## src/rtl/seq_compare_if.sv

```systemverilog
// Operand/result bundle for seq_compare.
// Master drives samples; slave returns registered results and history.
interface seq_compare_if #(
  parameter int WIDTH = 4,
  parameter int CNT_W = 8
);
  logic             in_valid;
  logic             mode_signed;
  logic             clear;
  logic [WIDTH-1:0] a;
  logic [WIDTH-1:0] b;
  logic             out_valid;
  logic             lt;
  logic             eq;
  logic             gt;
  logic             a_neg;
  logic             b_neg;
  logic [WIDTH-1:0] a_mag;
  logic [WIDTH-1:0] b_mag;
  logic [WIDTH-1:0] min_a;
  logic [WIDTH-1:0] max_a;
  logic             hist_valid;
  logic [CNT_W-1:0] sample_cnt;
  logic [CNT_W-1:0] gt_cnt;

  modport master (
    output in_valid, mode_signed, clear, a, b,
    input  out_valid, lt, eq, gt, a_neg, b_neg,
    input  a_mag, b_mag, min_a, max_a,
    input  hist_valid, sample_cnt, gt_cnt
  );

  modport slave (
    input  in_valid, mode_signed, clear, a, b,
    output out_valid, lt, eq, gt, a_neg, b_neg,
    output a_mag, b_mag, min_a, max_a,
    output hist_valid, sample_cnt, gt_cnt
  );
endinterface

```

## src/rtl/seq_compare.sv

```systemverilog
// Registered signed/unsigned comparator with sign/magnitude split
// and a restartable min/max/count history of operand a.
module seq_compare #(
  parameter int WIDTH = 4,
  parameter int CNT_W = 8
) (
  input logic         clk,
  input logic         rst_n,
  seq_compare_if.slave bus
);
  typedef enum logic {
    EMPTY = 1'b0,
    TRACK = 1'b1
  } state_e;

  state_e           state_q, state_d;
  logic             mode_q;
  logic             ov_q, lt_q, eq_q, gt_q;
  logic             an_q, bn_q;
  logic [WIDTH-1:0] am_q, bm_q;
  logic [WIDTH-1:0] min_q, min_d;
  logic [WIDTH-1:0] max_q, max_d;
  logic [CNT_W-1:0] sc_q, sc_d;
  logic [CNT_W-1:0] gc_q, gc_d;

  function automatic logic lt_f(
    input logic [WIDTH-1:0] x,
    input logic [WIDTH-1:0] y,
    input logic             s
  );
    logic [WIDTH:0] xe, ye;
    xe = {s & x[WIDTH-1], x};
    ye = {s & y[WIDTH-1], y};
    return $signed(xe) < $signed(ye);
  endfunction

  function automatic logic [CNT_W-1:0] sat(
    input logic [CNT_W-1:0] c
  );
    return (&c) ? c : c + CNT_W'(1);
  endfunction

  logic             restart;
  logic             a_lt_b, a_gt_b;
  logic             a_neg, b_neg;
  logic [WIDTH-1:0] a_mag, b_mag;
  logic             load, upd, drop;

  assign restart = bus.clear | (bus.mode_signed != mode_q);
  assign a_lt_b  = lt_f(bus.a, bus.b, bus.mode_signed);
  assign a_gt_b  = lt_f(bus.b, bus.a, bus.mode_signed);
  assign a_neg   = bus.mode_signed & bus.a[WIDTH-1];
  assign b_neg   = bus.mode_signed & bus.b[WIDTH-1];
  assign a_mag   = a_neg ? -bus.a : bus.a;
  assign b_mag   = b_neg ? -bus.b : bus.b;

  // The three history actions are mutually exclusive by construction.
  assign load = bus.in_valid & (restart | (state_q == EMPTY));
  assign upd  = bus.in_valid & ~restart & (state_q == TRACK);
  assign drop = ~bus.in_valid & restart;

  always_comb begin
    state_d = state_q;
    min_d   = min_q;
    max_d   = max_q;
    sc_d    = sc_q;
    gc_d    = gc_q;
    unique case (1'b1)
      load: begin
        state_d = TRACK;
        min_d   = bus.a;
        max_d   = bus.a;
        sc_d    = CNT_W'(1);
        gc_d    = CNT_W'(a_gt_b);
      end
      upd: begin
        if (lt_f(bus.a, min_q, bus.mode_signed))
          min_d = bus.a;
        if (lt_f(max_q, bus.a, bus.mode_signed))
          max_d = bus.a;
        sc_d = sat(sc_q);
        if (a_gt_b)
          gc_d = sat(gc_q);
      end
      drop: begin
        state_d = EMPTY;
        min_d   = '0;
        max_d   = '0;
        sc_d    = '0;
        gc_d    = '0;
      end
      default: ;
    endcase
  end

  always_ff @(posedge clk or negedge rst_n) begin
    if (!rst_n) begin
      state_q <= EMPTY;
      mode_q  <= 1'b0;
      min_q   <= '0;
      max_q   <= '0;
      sc_q    <= '0;
      gc_q    <= '0;
    end else begin
      state_q <= state_d;
      mode_q  <= bus.mode_signed;
      min_q   <= min_d;
      max_q   <= max_d;
      sc_q    <= sc_d;
      gc_q    <= gc_d;
    end
  end

  always_ff @(posedge clk or negedge rst_n) begin
    if (!rst_n) begin
      ov_q <= 1'b0;
      lt_q <= 1'b0;
      eq_q <= 1'b0;
      gt_q <= 1'b0;
      an_q <= 1'b0;
      bn_q <= 1'b0;
      am_q <= '0;
      bm_q <= '0;
    end else begin
      ov_q <= bus.in_valid;
      if (bus.in_valid) begin
        lt_q <= a_lt_b;
        eq_q <= ~a_lt_b & ~a_gt_b;
        gt_q <= a_gt_b;
        an_q <= a_neg;
        bn_q <= b_neg;
        am_q <= a_mag;
        bm_q <= b_mag;
      end
    end
  end

  assign bus.out_valid  = ov_q;
  assign bus.lt         = lt_q;
  assign bus.eq         = eq_q;
  assign bus.gt         = gt_q;
  assign bus.a_neg      = an_q;
  assign bus.b_neg      = bn_q;
  assign bus.a_mag      = am_q;
  assign bus.b_mag      = bm_q;
  assign bus.min_a      = min_q;
  assign bus.max_a      = max_q;
  assign bus.hist_valid = (state_q == TRACK);
  assign bus.sample_cnt = sc_q;
  assign bus.gt_cnt     = gc_q;
endmodule

```

## src/flat_wrapper.sv

```systemverilog
// flat-port wrapper written by rule: the top's interface ports become plain ports
module seq_compare_flat 
#(
  parameter int WIDTH = 4,
  parameter int CNT_W = 8
)
  (clk, rst_n, bus_in_valid, bus_mode_signed, bus_clear, bus_a, bus_b, bus_out_valid, bus_lt, bus_eq, bus_gt, bus_a_neg, bus_b_neg, bus_a_mag, bus_b_mag, bus_min_a, bus_max_a, bus_hist_valid, bus_sample_cnt, bus_gt_cnt);
  seq_compare_if #(.WIDTH(WIDTH), .CNT_W(CNT_W)) bus_i ();
  input logic clk;
  input logic rst_n;
  input wire logic [$bits(bus_i.in_valid)-1:0] bus_in_valid;
  input wire logic [$bits(bus_i.mode_signed)-1:0] bus_mode_signed;
  input wire logic [$bits(bus_i.clear)-1:0] bus_clear;
  input wire logic [$bits(bus_i.a)-1:0] bus_a;
  input wire logic [$bits(bus_i.b)-1:0] bus_b;
  output wire logic [$bits(bus_i.out_valid)-1:0] bus_out_valid;
  output wire logic [$bits(bus_i.lt)-1:0] bus_lt;
  output wire logic [$bits(bus_i.eq)-1:0] bus_eq;
  output wire logic [$bits(bus_i.gt)-1:0] bus_gt;
  output wire logic [$bits(bus_i.a_neg)-1:0] bus_a_neg;
  output wire logic [$bits(bus_i.b_neg)-1:0] bus_b_neg;
  output wire logic [$bits(bus_i.a_mag)-1:0] bus_a_mag;
  output wire logic [$bits(bus_i.b_mag)-1:0] bus_b_mag;
  output wire logic [$bits(bus_i.min_a)-1:0] bus_min_a;
  output wire logic [$bits(bus_i.max_a)-1:0] bus_max_a;
  output wire logic [$bits(bus_i.hist_valid)-1:0] bus_hist_valid;
  output wire logic [$bits(bus_i.sample_cnt)-1:0] bus_sample_cnt;
  output wire logic [$bits(bus_i.gt_cnt)-1:0] bus_gt_cnt;
  assign bus_i.in_valid = bus_in_valid;
  assign bus_i.mode_signed = bus_mode_signed;
  assign bus_i.clear = bus_clear;
  assign bus_i.a = bus_a;
  assign bus_i.b = bus_b;
  assign bus_out_valid = bus_i.out_valid;
  assign bus_lt = bus_i.lt;
  assign bus_eq = bus_i.eq;
  assign bus_gt = bus_i.gt;
  assign bus_a_neg = bus_i.a_neg;
  assign bus_b_neg = bus_i.b_neg;
  assign bus_a_mag = bus_i.a_mag;
  assign bus_b_mag = bus_i.b_mag;
  assign bus_min_a = bus_i.min_a;
  assign bus_max_a = bus_i.max_a;
  assign bus_hist_valid = bus_i.hist_valid;
  assign bus_sample_cnt = bus_i.sample_cnt;
  assign bus_gt_cnt = bus_i.gt_cnt;
  seq_compare #(.WIDTH(WIDTH), .CNT_W(CNT_W)) u_core (.clk(clk), .rst_n(rst_n), .bus(bus_i));
endmodule
```

## config.mk

```make
export PLATFORM = sky130hd
export DESIGN_NAME = seq_compare_flat
export DESIGN_NICKNAME = d
export VERILOG_FILES = /design/src/rtl/seq_compare_if.sv /design/src/rtl/seq_compare.sv /design/src/flat_wrapper.sv
export SDC_FILE = /design/constraint.sdc
export NUM_CORES = 1
export LEC_CHECK = 0
export BUFFER_PORTS_ARGS = -buffer_cell sky130_fd_sc_hd__buf_2
export CORE_AREA = 2 2 67 69
export DETAILED_ROUTE_END_ITERATION = 6
export DIE_AREA = 0 0 69 71
export HOLD_SLACK_MARGIN = 0.05
export PLACE_DENSITY = 0.83
export SYNTH_ARGS = -nofsm -noshare
export SYNTH_HDL_FRONTEND = slang
export SYNTH_SLANG_ARGS = --single-unit
export TNS_END_PERCENT = 100
```

## constraint.sdc

```tcl
create_clock -name clk -period 3.29 [get_ports clk]
set_clock_uncertainty 0.1 [all_clocks]
set_input_delay 0.658 -clock clk [delete_from_list [all_inputs] [get_ports clk]]
set_output_delay 0.658 -clock clk [all_outputs]
set_load 0.02 [all_outputs]
```

After elaboration in Yosys (flattened, before gate mapping)
Cells that the tools add are included.
- multiplexer cells: 12
- bitwise logic cells: 16
- $lt $le $gt $ge: 4
- equal/unequal tests: 6
- reductions and logical operators: 8
- add/sub/neg operators: 4
- operator list (kind ; count):
    $pmux 8 s3 ; 2
    $mux 8 ; 3
    $pmux 4 s3 ; 2
    $lt 5x5->1 ; 4
    $add 8x1->8 const B ; 2
    $mux 4 ; 4
    $reduce_and 8->1 ; 2
    $and 1x1->1 ; 9
    $ne 2x2->1 const B ; 4
    $neg 4->4 ; 2
    $reduce_and 2->1 ; 3
    $not 1->1 ; 5
    $reduce_and 3->1 ; 1
    $reduce_bool 3->1 ; 1
    $ne 2x1->1 const B ; 1
    $or 1x1->1 ; 2
    $pmux 1 s2 ; 1
    $reduce_bool 2->1 ; 1
    $ne 1x1->1 ; 1
- output and inout bits: 39
- register bits: 40

Longest topological paths before layout
Gate-level depths: netlist of the first run.
- word-level depth: 7
- gate-level depth with buffers: 7
- gate-level depth less buffers: 7

Worst setup path after synthesis of the first run
No wires, ideal clock.
- kind: input-to-reg
- from: input bus_b[1]
- to: register u_core.gc_q[0] (netlist: u_core.bus.gt_cnt[0])
- data required time: 3.047 ns
- slack: 1.117 ns
- arrival time: 1.931 ns
- buffers on the path: 0
- cell stages on the path: 7
- path through: inv_1 -> ha_1 -> and4_1 -> a211o_1 -> a21oi_1 -> nor2b_1 -> o221ai_1
- cells in the longest elaborated chain, start to end: 3
- elaborated cells on any way between the ends: 4
- those cells by class: 1 x order compare; 1 x eq/ne; 1 x mux; 1 x reduce/logical
- ends and longest elaborated chain (item ; line ; source):
    start: declaration ; flat_wrapper.sv:15 ; input wire logic [$bits(bus_i.b)-1:0] bus_b;
    $lt 5x5->1 (*) ; seq_compare.sv:34 ; return $signed(xe) < $signed(ye);
    $ne 2x1->1 (no source line) ; n/a ;
    $reduce_and 3->1 (no source line) ; n/a ;
    end signal: assignment ; seq_compare.sv:110 ; gc_q <= gc_d;
    end: declaration ; seq_compare.sv:24 ; logic [CNT_W-1:0] gc_q, gc_d;
Every way passes the cells marked *; elsewhere a longest branch is shown, timed or not.
A chain may end at the register's enable or synchronous reset.

Worst setup path in the final report of the first run
- from: input bus_a[3]
- to: register u_core.gc_q[1] (netlist: u_core.bus.gt_cnt[1])
- cells in the longest elaborated chain, start to end: 4
- ends and longest elaborated chain (item ; line ; source):
    start: declaration ; flat_wrapper.sv:14 ; input wire logic [$bits(bus_i.a)-1:0] bus_a;
    $and 1x1->1 ; seq_compare.sv:33 ; ye = {s & y[WIDTH-1], y};
    $lt 5x5->1 (*) ; seq_compare.sv:34 ;
    $ne 2x1->1 (no source line) (*) ; n/a ;
    $reduce_and 3->1 (no source line) (*) ; n/a ;
Marks and branches as above.

==> flow_summary.toml, run 1 <==
[run_status]
status = "completed"

[worst_setup_path]
regToRegSetupSlack_ns = 1.41
arrival_ns = 2.30
crit_buf_inv = 1
crit_chain = "buf_2 > ha_1 > and4_1 > a211o_1 > a21oi_1 > nor2b_1 > o211ai_1"
cp-end-kind = "flop"
critPathTopFamily = "compound AO/OA/AOI/OAI gates"
worst_path_max_delay_cell = "a211o_1"
start_kind = "input port"
critical_path_class = "in2reg"
worstPathMaxFanout = 10
slowest_delay_ns = 0.31
worstPathRequired_ns = 3.36

[drt]
firstDrtPassIters = 4
totalWireLength_mm = 4.987
dr_total_vias = 1972
wl_per_cell_microns = 14.33
drtIter0Drc = 154
avgViaCountPerCell = 5.667
ant_nets = 0
drc = 0

[clock_network]
clock_latency_ns = 0.30
cts.htree.levels = 2
cts_sinks = 40
cts_made_buffers = 5
cts_root_buf = "clkbuf_8"
cts_resized = 0
cts_tree = "yes"
ctsLongestPathBuffers = 2
clk_pin_slew_ns = 0.08
post_cts_buffers = 0
holdBufCountCts = 0

[timing]
tightestPinTransition_ns = 0.8742
post-route-period-util = 0.6786
drv_slew = 0
fmax_ghz = 0.4479
hold_viol = 0
slew_headroom = 0.4172
finalSetupViolCount = 0
tns_ns = 0
fin_crit_ns = 2.233
rsz0062_at_grt = "false"

[final_layout]
nFillCells = 362
fin_area_sq_um = 2703
final_nets = 322
antenna_cells = 0
area_delta_synth_final_pct = 15.14
fin_cells = 348
drive_above_1_share = 0.2601
fin_util = 0.6429

[die]
die_h_microns = 71
dieWidth_microns = 69
io_pins = 52
start_util = 0.5583
dieArea_sq_um = 4899
core_sq_um = 4204
rows = 24

[job]
drv_cap = 0

[yosys]
ys_warn_count = 0
synth.avg_cell_area_sq_um = 9.581
syn-num-nets = 272
synth_cell_types = 45
ys_seq_elements = 40
synth_top_cell_area_share = 0.4264
syn_inst = 245
synth_edf_count = 0
yosysTopAreaCell = "dfrtp_1"
async_flop_share = 1.000
ys_seq_area_frac = 0.4264
synth_area_sq_um = 2347
ys.flop_type = "dfrtp_1"
synth_area_leaders = "dfrtp_1 (43%), ha_1 (7.5%), a21oi_1 (4.1%)"

[grt]
antenna_found_initial = 0
grt_pass1_wl_mm = 8.562
gr-total-overflow = 0
groute.usage.overall = 0.2152
grt_pass1_vias = 1839
grt_max_degree = 41

[power_and_ir_drop]
p_comb_frac = 0.207
sw_frac_of_total = 0.3120
leakage_nw = 1.354
pwr-share-seq = 0.486
finalPower_mw = 1.122
clock_power_share = 0.307
irDropWorstVdd_uv = 269.9
p_int_mw = 0.7720
power_density_nw_per_um2 = 415.2
switchingPower_mw = 0.3501

[placement]
dpl_cell_area_sq_um = 2610
dpl.cell_count = 340
portBuffers = 51
dp_hpwl_mm = 3.697
gp_congestion = 0.8072

[worst_hold_path]
hold_class = "in2async"
==> through the flow <==
step / worst slack [ns] / hold WS (ns)
final: 1.057 / 0.3701
after global routing: 0.9331 / 0.4319
after CTS: 1.045 / 0.3947
after detailed placement: 0.7315 / 0.3744
after global placement: 0.7820 / 0.3689
after floorplan: 1.117 / 0.2624
==> cell families after synthesis <==
group	Yosys count	share of synthesized area
xor+xnor	10	0.04371
buf+inv	32	0.06449
flops	40	0.4264
fa+ha+maj	14	0.07463
mux	6	0.02718
simple gates	73	0.1610
compound gates	70	0.2026
==> cells in the final DEF (no fill, tap or decap), drive strengths merged, types with 3 or more instances in the layout <==
master   count
nand2       23
and3         8
nor3         3
inv         23
buf         52
o21ai       15
xnor2        3
dfrtp       40
ha          14
mux2i        3
a21oi       19
mux2         3
a31oi       15
o2bb2ai      9
clkbuf       6
nand3       10
nor2        18
xor2         7
==> Yosys cell counts (3+ instances only) <==
cell,number
nand3_1,9
nand2_1,22
a21oi_1,19
o21ai_0,14
ha_1,14
a31oi_2,4
and3_1,7
inv_1,23
nor2_1,17
xor2_1,6
a31oi_1,11
mux2i_1,3
buf_6,3
dfrtp_1,40
mux2_2,3
o2bb2ai_1,9
clkbuf_1,3
==> sequential cells by signal, summed over array words and instances, names as in the netlist <==
| register | flops |
|---|---|
| u_core.bus.a_mag | 4 |
| u_core.bus.max_a | 4 |
| u_core.bus.gt_cnt | 8 |
| u_core.bus.a_neg | 1 |
| u_core.bus.b_mag | 4 |
| u_core.bus.out_valid | 1 |
| u_core.bus.gt | 1 |
| u_core.bus.sample_cnt | 8 |
| u_core.bus.b_neg | 1 |
| u_core.bus.hist_valid | 1 |
| u_core.mode_q | 1 |
| u_core.bus.min_a | 4 |
| u_core.bus.lt | 1 |
| u_core.bus.eq | 1 |
==> per-layer routing <==
metal | track usage | wire (microns)
met1 | 0.2815 | 2341
met2 | 0.3665 | 2361
met4 | 0.05882 | 63
met3 | 0.04416 | 221
met5 | 0 | 0
==> power by group through the flow <==
stage          sequential, mW  clock (mW)  combinational [mW]
6_report                0.546       0.344               0.232
5_1_grt                 0.550       0.374               0.259
4_1_cts                 0.546       0.354               0.235
3_5_place_dp            0.555           0               0.234
3_3_place_gp            0.555           0               0.228
2_1_floorplan           0.590           0               0.122
==> path summary, 6_finish.rpt <==
check | startpoint | to | cells past startpoint
worst max-delay path | bus_a[3] | u_core.bus.gt_cnt[1]$_DFFE_PN0P_ | 7
worst min-delay path | rst_n | u_core.bus.sample_cnt[2]$_DFFE_PN0P_ | 1
worst max register to register | u_core.bus.gt_cnt[0]$_DFFE_PN0P_ | u_core.bus.gt_cnt[5]$_DFFE_PN0P_ | 6
worst min register to register | u_core.bus.b_neg$_DFFE_PN0P_ | u_core.bus.b_neg$_DFFE_PN0P_ | 2
max in group asynchronous | rst_n | u_core.bus.a_mag[1]$_DFFE_PN0P_ | 1
min in group clk | u_core.bus.b_neg$_DFFE_PN0P_ | u_core.bus.b_neg$_DFFE_PN0P_ | 2
==> area by class of cell <==
type	count	area, sq um	area share
multi-input cells	173	1195	0.4421
flip-flops and latches	40	1001	0.3704
repair buffers	52	262.8	0.09722
inverters	23	86.33	0.03194
clock buffers	6	82.58	0.03056
well taps	52	65.06	0.02407
clock inverters	2	10.01	0.003704
==> worst reg2reg max path: cells and delay by family, from the launching register on <==
kind,cells,cell delay [ns]
flops,1,0.45
fa+ha+maj,1,0.24
compound gates,2,0.44
simple gates,3,0.57
(Power assumes the default switching activity.)
==> run 2: changes to the inputs <==
CORE_AREA = 2 2 69 71   (was 2 2 67 69)
DIE_AREA = 0 0 71 73   (was 0 0 69 71)
PLACE_DENSITY = 0.78   (was 0.83)
clock period = 2.2 ns   (was 3.29 ns; I/O delays follow)
==> run 2 against run 1 <==
Final area is 2.3% higher; setup slack lost 0.79 ns; largest power group unchanged; sequential share of layout area fell by 0.82 points; largest cell class unchanged; via count up 3.2%; core utilization fell by 3.3 points; non-clock buffer count is 11 higher; global-route usage rose by 0.072 points; worst hold slack lost 0.27 ns; clock power rose by 28%; critical path depth increased by 1; sequential power increased by 49%.
==> flow_summary.toml, run 2 (synthesis results as in run 1) <==
[run_status]
status = "completed"

[clock_network]
cts.htree.levels = 2
cts_root_buf = "clkbuf_8"
post_cts_buffers = 0
cts_made_buffers = 5
clock_latency_ns = 0.29
cts_sinks = 40
cts_tree = "yes"
holdBufCountCts = 0
cts_resized = 0
ctsLongestPathBuffers = 2
clk_pin_slew_ns = 0.07

[worst_setup_path]
timing.rr.start = "u_core.bus.gt_cnt[0]$_DFFE_PN0P_"
critical_path_class = "in2reg"
cp-end-kind = "flop"
worstPathRequired_ns = 2.25
arrival_ns = 1.99
r2r_end = "u_core.bus.gt_cnt[6]$_DFFE_PN0P_"
regToRegSetupSlack_ns = 0.30
reg2reg_depth = 6
worstPathMaxFanout = 3
start_kind = "input port"

[timing]
fin_crit_ns = 1.934
hold_viol = 0
fmax_ghz = 0.5170
slew_headroom = 0.6523
finalSetupViolCount = 0
drv_slew = 0
tightestPinTransition_ns = 0.5215
post-route-period-util = 0.8793
rsz0062_at_grt = "false"
tns_ns = 0

[die]
rows = 25
core_sq_um = 4536
start_util = 0.5175
dieWidth_microns = 71
io_pins = 52
dieArea_sq_um = 5183
die_h_microns = 73

[grt]
grt_max_degree = 41
groute.usage.overall = 0.2159
grt_pass1_wl_mm = 9.004
grt_pass1_vias = 2006
antenna_found_initial = 0
gr-total-overflow = 0

[drt]
avgViaCountPerCell = 5.687
ant_nets = 0
dr_total_vias = 2036
totalWireLength_mm = 5.140
firstDrtPassIters = 4
drtIter0Drc = 93
wl_per_cell_microns = 14.36
drc = 0

[placement]
dpl.cell_count = 353
portBuffers = 51
gp_congestion = 0.8596
dp_hpwl_mm = 3.891

[final_layout]
antenna_cells = 0
area_delta_synth_final_pct = 17.75
fin_cells = 358
nFillCells = 407
drive_above_1_share = 0.2796
final_nets = 333
final_cell_mix = "buf_2 (51), dfrtp_1 (40), inv_1 (23)"
final_common_cell = "buf_2"

[power_and_ir_drop]
leakage_nw = 1.392
irDropWorstVdd_uv = 321.4
power_density_nw_per_um2 = 587.7

[worst_hold_path]
hold_class = "in2async"

[job]
drv_cap = 0
==> run 2: cell types whose count changed in the layout (fill, tap and decap cells not counted), sizes merged <==
cell    delta
buf       +11
clkbuf     -1
clkinv     -2
==> run 2: worst max-delay path: stages <==
cell and delay (ns):
buf_2 0.10, inv_1 0.06, ha_1 0.30, and4_1 0.24, a211o_1 0.31, a21oi_1 0.21, nor2b_1 0.21, o221ai_1 0.12
==> run 2: cell type report <==
class | count | area, sq um | area share
multi-input combinational | 173 | 1195 | 0.4323
sequential | 40 | 1001 | 0.3622
timing repair buffer | 63 | 345.3 | 0.1249
inverter | 23 | 86.33 | 0.03124
clock buffer | 5 | 68.82 | 0.02490
tap | 54 | 67.56 | 0.02445
==> run 2: stage by stage <==
stage / cell area (sq um) / hold slack [ns] / util / power [mW] / worst slack [ns]
2_1_floorplan: 2347 / 0.04441 / - / 1.064 / 0.2446
3_3_place_gp: 2695 / 0.3602 / 0.5942 / 1.193 / 0.04743
3_5_place_dp: 2695 / 0.3707 / 0.5942 / 1.202 / -0.02316
4_1_cts: 2764 / 0.1244 / 0.6094 / 1.646 / 0.2777
5_1_grt: 2764 / 0.1448 / 0.6094 / 1.722 / 0.1290
6_report: 2764 / 0.1024 / 0.6094 / 1.624 / 0.2656
==> run 2: how the worst max path moves through the flow <==
stage | from | end | slack [ns] | depth (start not counted)
finish | bus_b[1] | u_core.bus.gt_cnt[0]$_DFFE_PN0P_ | 0.27 | 8
floorplan | bus_b[1] | u_core.bus.gt_cnt[0]$_DFFE_PN0P_ | 0.24 | 7
CTS | u_core.bus.gt_cnt[0]$_DFFE_PN0P_ | u_core.bus.gt_cnt[6]$_DFFE_PN0P_ | 0.28 | 6
global placement | bus_b[1] | u_core.bus.gt_cnt[0]$_DFFE_PN0P_ | 0.05 | 8
detailed placement | bus_b[1] | u_core.bus.gt_cnt[0]$_DFFE_PN0P_ | -0.02 | 8
global route | bus_b[1] | u_core.bus.gt_cnt[0]$_DFFE_PN0P_ | 0.13 | 8
==> run 2: where the power goes <==
group	total [mW]	leakage, nW	switching, mW	internal (mW)
registers	0.813	0.513	0.0316	0.781
logic	0.372	0.843	0.232	0.139
clock network	0.440	0.0359	0.235	0.205
total	1.62	1.39	0.499	1.13
==> run 2: per-layer routing <==
layer | up-vias | global-route usage | part of all wire
met5 | - | 0 | 0
met4 | 0 | 0.04612 | 0.0089
met3 | 6 | 0.05663 | 0.055
met2 | 55 | 0.3811 | 0.49
met1 | 982 | 0.2673 | 0.45
li1 | 993 | - | -
==> run 3: changes to the inputs <==
PLACE_DENSITY = 0.81   (was 0.78)
==> run 3 against run 2 <==
Flip-flop and latch count stayed put; clock power rose by 17%; non-clock buffer count shrank 2; maximum frequency is 1.3% lower; sequential share of layout area down 0.11 points; critical path depth shrank 2; setup slack worse by 0.025 ns; power rose by 4.8%; final cell count rose by 0.28%; largest cell class unchanged; largest power group unchanged.
==> flow_summary.toml, run 3 (synthesis results as in run 1) <==
[grt]
use_met3 = 0.05525
met2_usage = 0.3666
grt_pass1_wl_mm = 9.121
gr-total-overflow = 0
busiest_layer = "met2"
use_met1 = 0.2912
grt_max_degree = 41
antenna_found_initial = 0
groute.usage.overall = 0.2222
grt_pass1_vias = 1975

[drt]
avgViaCountPerCell = 5.630
firstDrtPassIters = 4
totalWireLength_mm = 5.347
ant_nets = 0
dr_total_vias = 2021
drc = 0
drtIter0Drc = 127
wl_per_cell_microns = 14.89

[worst_setup_path]
arrival_ns = 2.08
timing.rr.start = "u_core.bus.gt_cnt[0]$_DFFE_PN0P_"
worstPathMaxFanout = 6
reg2reg_depth = 6
critPathTopFamily = "simple AND/OR/NAND/NOR gates"
worst_path_max_delay_cell = "dfrtp_1"
slowest_delay_ns = 0.46
regToRegSetupSlack_ns = 0.24
crit_buf_inv = 0
cp-end-kind = "flop"
crit_chain = "ha_1 > nand3_1 > nor3_4 > nor2_2 > a31o_4 > a31oi_2"
critical_path_class = "reg2reg"
worstPathRequired_ns = 2.32
r2r_end = "u_core.bus.gt_cnt[7]$_DFFE_PN0P_"
start_kind = "flop"

[timing]
hold_viol = 0
fin_crit_ns = 1.960
finalSetupViolCount = 0
post-route-period-util = 0.8907
setup_slack_ns = 0.2404
slew_headroom = 0.6556
tns_ns = 0
drv_slew = 0
tightestPinTransition_ns = 0.5166
rsz0062_at_grt = "false"
fmax_ghz = 0.5103
worst_hold_slack_ns = 0.09467

[placement]
gp_congestion = 0.8440
dp_hpwl_mm = 3.982
dpl_cell_area_sq_um = 2680
portBuffers = 51
place_ws_ns = -0.007347

[clock_network]
cts_tree = "yes"
clock_latency_ns = 0.30
cts_made_buffers = 5
cts_root_buf = "clkbuf_8"
holdBufCountCts = 0
ctsLongestPathBuffers = 2
clk_pin_slew_ns = 0.08
cts.htree.levels = 2
cts_resized = 0
post_cts_buffers = 0
cts_sinks = 40

[power_and_ir_drop]
p_int_mw = 1.167
p_comb_frac = 0.216
irDropWorstVdd_uv = 377.7
switchingPower_mw = 0.5350
clock_power_share = 0.304
power_density_nw_per_um2 = 613.9
sw_frac_of_total = 0.3143
leakage_nw = 1.397
pwr-share-seq = 0.480

[final_layout]
final_common_cell = "buf_2"
drive_above_1_share = 0.2820
final_nets = 331
area_delta_synth_final_pct = 18.12
antenna_cells = 0
fin_area_sq_um = 2773
final_cell_mix = "buf_2 (51), dfrtp_1 (40), inv_1 (23)"

[die]
start_util = 0.5175
dieArea_sq_um = 5183
die_h_microns = 73
io_pins = 52
rows = 25
core_sq_um = 4536
dieWidth_microns = 71

[run_status]
status = "completed"

[job]
drv_cap = 0

[worst_hold_path]
hold_class = "in2async"
[run 3: cell types whose count changed in the layout (fill, tap and decap cells not counted)]
cell	delta
buf_4	-2
clkinv_2	+2
clkbuf_8	+1
[run 3: final cells by class]
class,instances,area [sq um]
Clock buffer,6,82.58
Clock inverter,2,10.01
Fill cell,394,1763
Inverter,23,86.33
Multi-Input combinational cell,173,1195
Sequential cell,40,1001
Tap cell,54,67.56
Timing Repair Buffer,61,330.3
[run 3: worst max-delay path by stage]
stage                                                start                          endpoint  slack (ns)  depth (start not counted)
after floorplan                                   bus_b[1]  u_core.bus.gt_cnt[0]$_DFFE_PN0P_        0.24                          7
after global placement                            bus_b[1]  u_core.bus.gt_cnt[0]$_DFFE_PN0P_        0.06                          8
after detailed placement                          bus_b[1]  u_core.bus.gt_cnt[0]$_DFFE_PN0P_      -0.007                          8
after CTS                 u_core.bus.gt_cnt[0]$_DFFE_PN0P_  u_core.bus.gt_cnt[7]$_DFFE_PN0P_        0.24                          6
after global routing      u_core.bus.gt_cnt[0]$_DFFE_PN0P_  u_core.bus.gt_cnt[7]$_DFFE_PN0P_        0.11                          6
final                     u_core.bus.gt_cnt[0]$_DFFE_PN0P_  u_core.bus.gt_cnt[7]$_DFFE_PN0P_        0.24                          6
[run 3: per-stage QoR]
stage               instances  power (mW)    util
floorplan                 245       1.064       -
global placement          351       1.189  0.5909
detailed placement        351       1.201  0.5909
CTS                       359       1.720  0.6113
global route              359       1.798  0.6113
finish                    359       1.702  0.6113
[run 3: metal layers]
metal	wire (microns)	vias to the layer above
met4	51	0
met3	261	6
met2	2558	51
li1	-	996
met5	0	-
met1	2476	968
[run 3: power groups by stage]
stage | sequential, mW | combinational [mW] | clock (mW)
floorplan | 0.882 | 0.182 | 0
global placement | 0.830 | 0.359 | 0
detailed placement | 0.831 | 0.370 | 0
CTS | 0.818 | 0.372 | 0.531
global route | 0.825 | 0.408 | 0.565
finish | 0.817 | 0.368 | 0.517
